### src/rtl/ntt_butterfly_ct.sv
// Forward Cooley-Tukey NTT butterfly (Montgomery twiddle multiply), 5-stage pipeline, 1 set/cycle.
// Latency 5 cycles; a stalled output (out_valid & !out_ready) freezes every stage and drops in_ready.
module ntt_butterfly_ct #(
    parameter int QINV    = 62209,
    parameter int KYBER_Q = 3329,
    parameter int N_BFLY  = 128
) (
    input  logic               clk,
    input  logic               rst,
    input  logic               in_valid,
    output logic               in_ready,
    input  logic signed [15:0] zeta_k,
    input  logic signed [15:0] i_a,
    input  logic signed [15:0] i_b,
    output logic               out_valid,
    input  logic               out_ready,
    output logic signed [15:0] o_a,
    output logic signed [15:0] o_b,
    output logic               busy,
    output logic               layer_done
);

    localparam int               CW       = (N_BFLY > 1) ? $clog2(N_BFLY) : 1;
    localparam logic [15:0]      QINV16   = 16'(QINV);
    localparam logic signed [31:0] KQ     = 32'(KYBER_Q);
    localparam logic [CW-1:0]    CNT_LAST = CW'(N_BFLY - 1);

    logic                r_v1, r_v2, r_v3, r_v4, r_v5;
    logic signed [31:0]  r_p1, r_p2, r_p3;
    logic signed [15:0]  r_a1, r_a2, r_a3, r_a4;
    logic signed [15:0]  r_u2;
    logic signed [31:0]  r_m3;
    logic signed [15:0]  r_r4;
    logic signed [15:0]  r_oa5, r_ob5;
    logic [CW-1:0]       r_cnt;

    logic                w_adv;
    logic                w_xfer;
    logic signed [31:0]  w_p;
    logic [15:0]         w_u;
    logic signed [31:0]  w_m;
    logic signed [31:0]  w_diff;
    logic signed [15:0]  w_r;

    assign w_adv  = !r_v5 | out_ready;
    assign w_xfer = r_v5 & out_ready;

    // Montgomery reduction split across S1..S4; only the low half of p matters for u.
    assign w_p    = 32'(zeta_k) * 32'(i_b);
    assign w_u    = r_p1[15:0] * QINV16;
    assign w_m    = 32'(r_u2) * KQ;
    assign w_diff = r_p3 - r_m3;
    assign w_r    = 16'(w_diff >>> 16);

    always_ff @(posedge clk) begin
        if (rst) begin
            r_v1  <= 1'b0;
            r_v2  <= 1'b0;
            r_v3  <= 1'b0;
            r_v4  <= 1'b0;
            r_v5  <= 1'b0;
            r_oa5 <= '0;
            r_ob5 <= '0;
            r_cnt <= '0;
        end else begin
            if (w_adv) begin
                r_v1  <= in_valid;
                r_v2  <= r_v1;
                r_v3  <= r_v2;
                r_v4  <= r_v3;
                r_v5  <= r_v4;
                r_oa5 <= r_a4 + r_r4;
                r_ob5 <= r_a4 - r_r4;
            end
            if (w_xfer) begin
                r_cnt <= (r_cnt == CNT_LAST) ? '0 : r_cnt + CW'(1);
            end
        end
    end

    // Internal data stages need no reset: their valid bits qualify them.
    always_ff @(posedge clk) begin
        if (w_adv) begin
            r_p1 <= w_p;
            r_a1 <= i_a;
            r_p2 <= r_p1;
            r_u2 <= w_u;
            r_a2 <= r_a1;
            r_p3 <= r_p2;
            r_m3 <= w_m;
            r_a3 <= r_a2;
            r_r4 <= w_r;
            r_a4 <= r_a3;
        end
    end

    // Outputs are forced idle for the whole reset window, including its first cycle.
    assign in_ready   = w_adv | rst;
    assign out_valid  = r_v5 & !rst;
    assign busy       = !rst & (r_v1 | r_v2 | r_v3 | r_v4 | r_v5);
    assign layer_done = !rst & w_xfer & (r_cnt == CNT_LAST);
    assign o_a        = rst ? '0 : r_oa5;
    assign o_b        = rst ? '0 : r_ob5;

endmodule

### config.mk
export PLATFORM = sky130hd
export DESIGN_NAME = ntt_butterfly_ct
export DESIGN_NICKNAME = d
export VERILOG_FILES = /design/src/rtl/ntt_butterfly_ct.sv
export SDC_FILE = /design/constraint.sdc
export NUM_CORES = 1
export LEC_CHECK = 0
export BUFFER_PORTS_ARGS = -buffer_cell sky130_fd_sc_hd__buf_2
export CORE_MARGIN = 5
export CORE_UTILIZATION = 45
export CTS_CLUSTER_SIZE = 8
export DETAILED_ROUTE_END_ITERATION = 8
export SLEW_MARGIN = 20
export SYNTH_ARGS = -nofsm -noshare
export SYNTH_HDL_FRONTEND = slang
export SYNTH_SLANG_ARGS = --single-unit
### constraint.sdc
create_clock -name clk -period 10.93 [get_ports clk]
set_input_delay 2.186 -clock clk [delete_from_list [all_inputs] [get_ports clk]]
set_output_delay 2.186 -clock clk [all_outputs]
set_load 0.05 [all_outputs]
==> impl_results.md, run 1 <==
* Worst path arrival time at 8270 ps
* Initial antenna violation count at 0
* Seq cells post-synth at 240
* Worst Path Required at 11190 ps
* Placed Instances at 2915
* Post-cts sizing count at 0
* Final period utilization at 0.734
* Crit path time final at 8020 ps
* DRC errors left at 0
* Avg Inst Size Synth at 10.5 µm²
* Crit-path leading delay family: adder cells
* Synth Flop Type: edfxtp_1
* First-pass GRT wire length at 76200 µm
* Post-synthesis compound-gate area fraction at 0.0725
* Die Area at 55800 µm²
* Maxcap violations at 0
* Routed vias at 14400
* Initial core utilization at 0.452
* Dominant cells by area after synthesis: fa_1 26%, edfxtp_1 26%, ha_1 13%, inv_1 8.1%, dfxtp_1 3.7%
* DRT iter0 DRCs at 577
* FP Rows at 83
* CTS Buf Count at 36
* Antenna-violating nets left at 0
* XOR/XNOR Fraction of Synth Area at 0.0418
* Crit path cell chain: buf_2, nand2_1, fa_1, inv_1, fa_1, inv_1, fa_1, inv_1, fa_1, fa_1, inv_1, fa_1, inv_1, ha_1, a21o_1, a21o_1, a21o_1, o41ai_1, o311ai_1, a31oi_1, o21bai_1, a21oi_1, xnor2_1
* CP endpoint kind: flop
* PortBufs at 87
* Drt total wl at 44400 µm
* Relative slew margins at 0.361
* Fraction of layout cells with a size suffix above 1 at 0.0635
* Cells on Worst Hold Path at 0
* F_max at 0.125 GHz
* GRT overflow at 0
* Synthesis Warnings at 0
* Crit Path Class: in2reg
* RSZ-0062 raised after global routing: false
* Synth Area in Simple Gates at 0.108
* CP dominant cell by count: fa_1
* CTS tree: yes
* Die Span Y at 236 µm
* Clock sinks at 240
* Boundary Pins at 88
* Cell taking the most area after synthesis: fa_1
* Hold Path Class: reg2reg
* Clock-pin slew on the worst setup and hold paths at 50 ps
* CP peak stage delay at 570 ps
* Fraction of registers with async set or reset after synthesis at 0
* Global Route Usage Sum at 0.163
* Post-synthesis adder-cell area fraction at 0.392
* Post-synthesis sequential area ratio at 0.294
* Via density at 4.86
* Post-synthesis cell count at 2201
* Max Slew Vio Count at 0
* Post-DR wirelength/cell at 15.0 µm
* CP max stage cell: o41ai_1
* Core area at 51000 µm²
* Clk Latency, worst-skew pair at 520 ps
* Reg2reg path depth at 18
* Clock skew at 22.3 ps
* Top-area cell type share of the netlist area at 0.261
* Dpl hpwl at 35800 µm
* Mux contribution to synthesized area at 0.000434
* Fin. Hold Viols at 0
* Post-CTS Hold Buffers at 0
* Final nets at 2867
* Setup TNS at 0 ps
* Hold endpoint: r_p3[27]
* Least-Margin Pin Slew at 958 ps
* Area Overhead vs Synth at 9.06%
* Critical-path maximum fanout at 16
* Post-synthesis cell type count at 61
* Largest family of logic cells by synthesized area: adder cells
* Vias in the first global route at 15500
* GPL Wtd Cong at 0.886
* Fillers at 4663
* Root Buffer: clkbuf_16
* Flop-to-flop setup slack at 5980 ps
* Status: finished clean
* Post-synth EDFFs at 197
* Reg-to-Reg Start: r_p2[5]
* Drt pass-1 iters at 5
* H-tree depth at 2
* RR Endpoint: r_m3[27]
* Die width at 236 µm
* Cell Area, Synth at 23000 µm²
* Finish-stage setup viols at 0
* Hold wc startpoint: r_p2[27]
* Ant diodes at 0
* Post-Layout Cell Count at 2962
* Buffers & Inverters on Critical Path at 6
* Setup bufs post-CTS at 0
* Largest net degree at the start of global routing at 146
* Startpoint type of the worst setup path: primary input
* CTS max path bufs at 3
* Syn_nets at 2795
-- metal layers --
metal | global-route usage | part of all wire | vias up
li1 | - | - | 7069
met1 | 0.222 | 0.47 | 7019
met2 | 0.282 | 0.48 | 229
met3 | 0.0209 | 0.036 | 68
met4 | 0.0364 | 0.017 | 0
met5 | 0 | 0 | -
-- cells in the final DEF (no fill, tap or decap), drive strengths merged, types with 43 or more instances in the layout --
cell type,count
nand2,161
nor2b,47
inv,502
nor2,89
buf,90
ha,241
a21oi,75
and2,132
xnor2,86
dfxtp,43
edfxtp,197
clkbuf,43
fa,301
-- registers in the layout, summed over array words and instances (netlist names), 7 cells and up --
register / count
r_cnt: 7
r_p2: 32
r_r4: 16
r_p3: 24
r_p1: 32
r_a1: 16
r_a4: 16
r_a2: 16
r_u2: 8
r_m3: 21
r_a3: 16
r_ob5: 15
r_oa5: 16
-- worst register-to-register path: stages, from the launching register on --
cell	delay (ps)
edfxtp_1	460
ha_1	320
inv_1	50
fa_1	500
inv_1	40
ha_1	270
inv_1	50
fa_1	500
inv_1	40
ha_1	280
ha_1	230
or3_1	440
a211oi_1	300
o21bai_1	170
a31oi_1	320
o211ai_1	190
a31o_2	250
a21oi_1	170
xnor2_1	100
-- how the worst max path moves through the flow --
stage / from / cells after the start / endpoint
3_5_place_dp: i_b[7] / 23 / r_p1[28]
6_report: i_b[7] / 23 / r_p1[28]
3_3_place_gp: i_b[7] / 23 / r_p1[28]
2_1_floorplan: out_ready / 5 / r_oa5[11]
4_1_cts: i_b[7] / 23 / r_p1[28]
5_1_grt: i_b[7] / 23 / r_p1[28]
-- kinds of logic after synthesis --
family / after synthesis
compound gates: 247
xor+xnor: 110
fa+ha+maj: 542
buf+inv: 556
flops: 240
mux: 1
simple gates: 505
-- synth_stat cells (2+ instances only) --
master     count
inv_1        498
fa_1         301
ha_1         241
edfxtp_1     197
nand2_1      161
and2_1       132
nor2_1        89
xnor2_1       86
a21oi_1       74
clkbuf_1      54
nor2b_1       47
dfxtp_1       43
o21ai_0       31
a21o_1        29
xor2_1        24
nor3_1        21
o21a_1        21
a211oi_1      18
nand3_1       14
or3_1         14
nand2b_1      13
o21bai_1      11
o21ai_1        9
a31oi_1        7
nand4_1        6
and3_1         5
o31ai_1        4
a211o_1        3
a21boi_0       3
a2bb2oi_1      3
a311oi_1       3
o211ai_1       3
o22a_1         3
o41ai_2        3
a211oi_2       2
a31o_2         2
o22ai_1        2
-- stage by stage --
stage / hold slack (ps) / instance area, µm² / setup slack, ps / util
6_report: 411 / 25100 / 2910 / 0.493
5_1_grt: 418 / 25100 / 2710 / 0.493
4_1_cts: 411 / 25100 / 3000 / 0.493
3_5_place_dp: 405 / 24100 / 2470 / 0.474
3_3_place_gp: 401 / 24100 / 2590 / 0.474
2_1_floorplan: 400 / 23000 / 2300 / -
-- final cells by class --
type | instances | area (µm²) | share of cell area
clock buffers | 43 | 927 | 0.0369
clock inverters | 4 | 52.6 | 0.00209
inverters | 500 | 1880 | 0.0750
multi-input cells | 1405 | 14200 | 0.564
flip-flops and latches | 240 | 6780 | 0.270
well taps | 680 | 851 | 0.0339
repair buffers | 90 | 462 | 0.0184
Power of run 1 is left out: the tool's default activity adds up to more than one toggle a clock period on the data nets, which glitch-free logic cannot reach.
==> run 2: changes to the inputs <==
clock period = 7 ns   (was 10.93 ns; I/O delays follow)
==> run 2 against run 1 <==
Global-route usage shrank 0.30 points. First-iteration DRC count shrank 10%. Clock skew grew 13 ps. Register-to-register slack lost 3900 ps. Count of clock-buffer cells in the layout shrank 1. Worst hold slack lost 7.4 ps. Utilization grew 1.9 points.
==> impl_results.md, run 2 (synthesis results as in run 1) <==
* Routed vias at 14800
* Vias in the first global route at 15800
* CP endpoint kind: flop
* GPL Wtd Cong at 0.851
* H-tree depth at 2
* Setup bufs post-CTS at 0
* GRT overflow at 0
* PortBufs at 87
* Reg-to-Reg Start: r_p2[6]
* CTS max path bufs at 3
* Die Area at 55800 µm²
* Antenna-violating nets left at 0
* Least-Margin Pin Slew at 1010 ps
* Initial antenna violation count at 0
* Status: finished clean
* Most frequent cells in the layout: 498 x inv_1, 301 x fa_1, 239 x ha_1
* Ant diodes at 0
* Worst path arrival time at 7000 ps
* Finish-stage setup viols at 0
* CTS tree: yes
* Core area at 51000 µm²
* Area of the multi-input gates at 14200 µm²
* Via density at 4.80
* Die Span Y at 236 µm
* Worst setup path startpoint: i_b[4]
* Maxcap violations at 0
* Die width at 236 µm
* First-pass GRT wire length at 75700 µm
* Boundary Pins at 88
* Fin. Hold Viols at 0
* DRT iter0 DRCs at 519
* Crit path cell chain: buf_2, and2_1, fa_1, inv_1, fa_1, fa_1, inv_1, fa_1, fa_1, inv_1, fa_1, inv_1, ha_4, o21a_1, o211a_1, or3_1, a211oi_4, o311ai_1, buf_4, a31oi_2, o21bai_1, a21oi_1, xnor2_1
* CP peak stage delay at 540 ps
* Clock-pin slew on the worst setup and hold paths at 60 ps
* Reg area at 6780 µm²
* Pre-CTS WS at -396 ps
* Relative slew margins at 0.328
* Crit-path leading delay family: adder cells
* Post-DR wirelength/cell at 14.1 µm
* Setup ws final at 252 ps
* FP Rows at 83
* DRC errors left at 0
* F_max at 0.148 GHz
* Worst Path Required at 7250 ps
* Root Buffer: clkbuf_16
* Global Route Usage Sum at 0.160
* Most common cell after layout, fill and taps aside: inv_1
* Fraction of layout cells with a size suffix above 1 at 0.112
* Hold Path Class: reg2reg
* Setup TNS at 0 ps
* Startpoint type of the worst setup path: primary input
* Largest net degree at the start of global routing at 157
* CP dominant cell by count: fa_1
* Crit path to: r_p1[28]
* Buffers & Inverters on Critical Path at 6
* Flop-to-flop setup slack at 2070 ps
* CTS Buf Count at 36
* Critical Path Stages at 23
* Drt total wl at 43500 µm
* Area Overhead vs Synth at 13.2%
* CP max stage cell: fa_1
* Drt pass-1 iters at 5
* Crit path time final at 6750 ps
* Final nets at 2983
* Clk Latency, worst-skew pair at 530 ps
* RR Endpoint: r_m3[27]
* Max Slew Vio Count at 0
* Crit Path Class: in2reg
* Fillers at 4640
* Initial core utilization at 0.452
* Clock sinks at 240
* Critical-path maximum fanout at 13
* Reg2reg path depth at 18
* Top flop regs: r_p1: 32 flops, r_p2: 32 flops, r_p3: 24 flops
* Clock skew at 35.7 ps
* Dpl hpwl at 36500 µm
* Final period utilization at 0.964
## run 2: metrics by stage
stage | hold WS [ps] | instance area [µm²] | util | instances
after floorplan | 400 | 23100 | - | 2201
after global placement | 402 | 25100 | 0.492 | 3031
after detailed placement | 405 | 25100 | 0.492 | 3031
after CTS | 408 | 26100 | 0.511 | 3077
after global routing | 414 | 26100 | 0.512 | 3077
final | 404 | 26100 | 0.512 | 3077
## run 2: worst min-delay path by stage
stage,start,endpoint,slack [ps],depth (start not counted)
after floorplan,r_a1[0],r_a2[0],400,0
after global placement,r_a1[13],r_a2[13],400,0
after detailed placement,r_a3[15],r_a4[15],400,0
after CTS,r_a3[7],r_a4[7],410,0
after global routing,r_p1[28],r_p2[28],410,0
final,r_a3[7],r_a4[7],400,0
## run 2: layout make-up
type	instances	area share
Multi-Input combinational cell	1405	0.546
Sequential cell	240	0.260
Inverter	500	0.0722
Timing Repair Buffer	206	0.0519
Clock buffer	42	0.0354
Tap cell	680	0.0326
Clock inverter	4	0.00216
## run 2: routing by layer
layer | vias up | track usage | share of wire
met2 | 208 | 0.287 | 0.50
met3 | 53 | 0.0160 | 0.029
met5 | - | 0 | 0
met1 | 7201 | 0.210 | 0.45
met4 | 0 | 0.0388 | 0.017
li1 | 7293 | - | -
## run 2: timing repair
item | in CTS | in global routing
setup endpoints to repair | 0 | 3
hold buffers | 0 | 0
gates resized for setup | 0 | 6
## run 2: worst register-to-register path, cell delays in order (launching register included)
cell and delay [ps]:
edfxtp_1 460, ha_1 310, inv_1 50, fa_1 490, inv_1 40, ha_1 260, inv_1 50, fa_1 490
inv_1 40, ha_1 290, ha_1 230, or3_1 440, a211oi_1 320, o21bai_1 160, a31oi_1 320, o211ai_1 190
a31o_2 260, a21oi_1 170, xnor2_1 100
Power of run 2 is left out for the same reason.
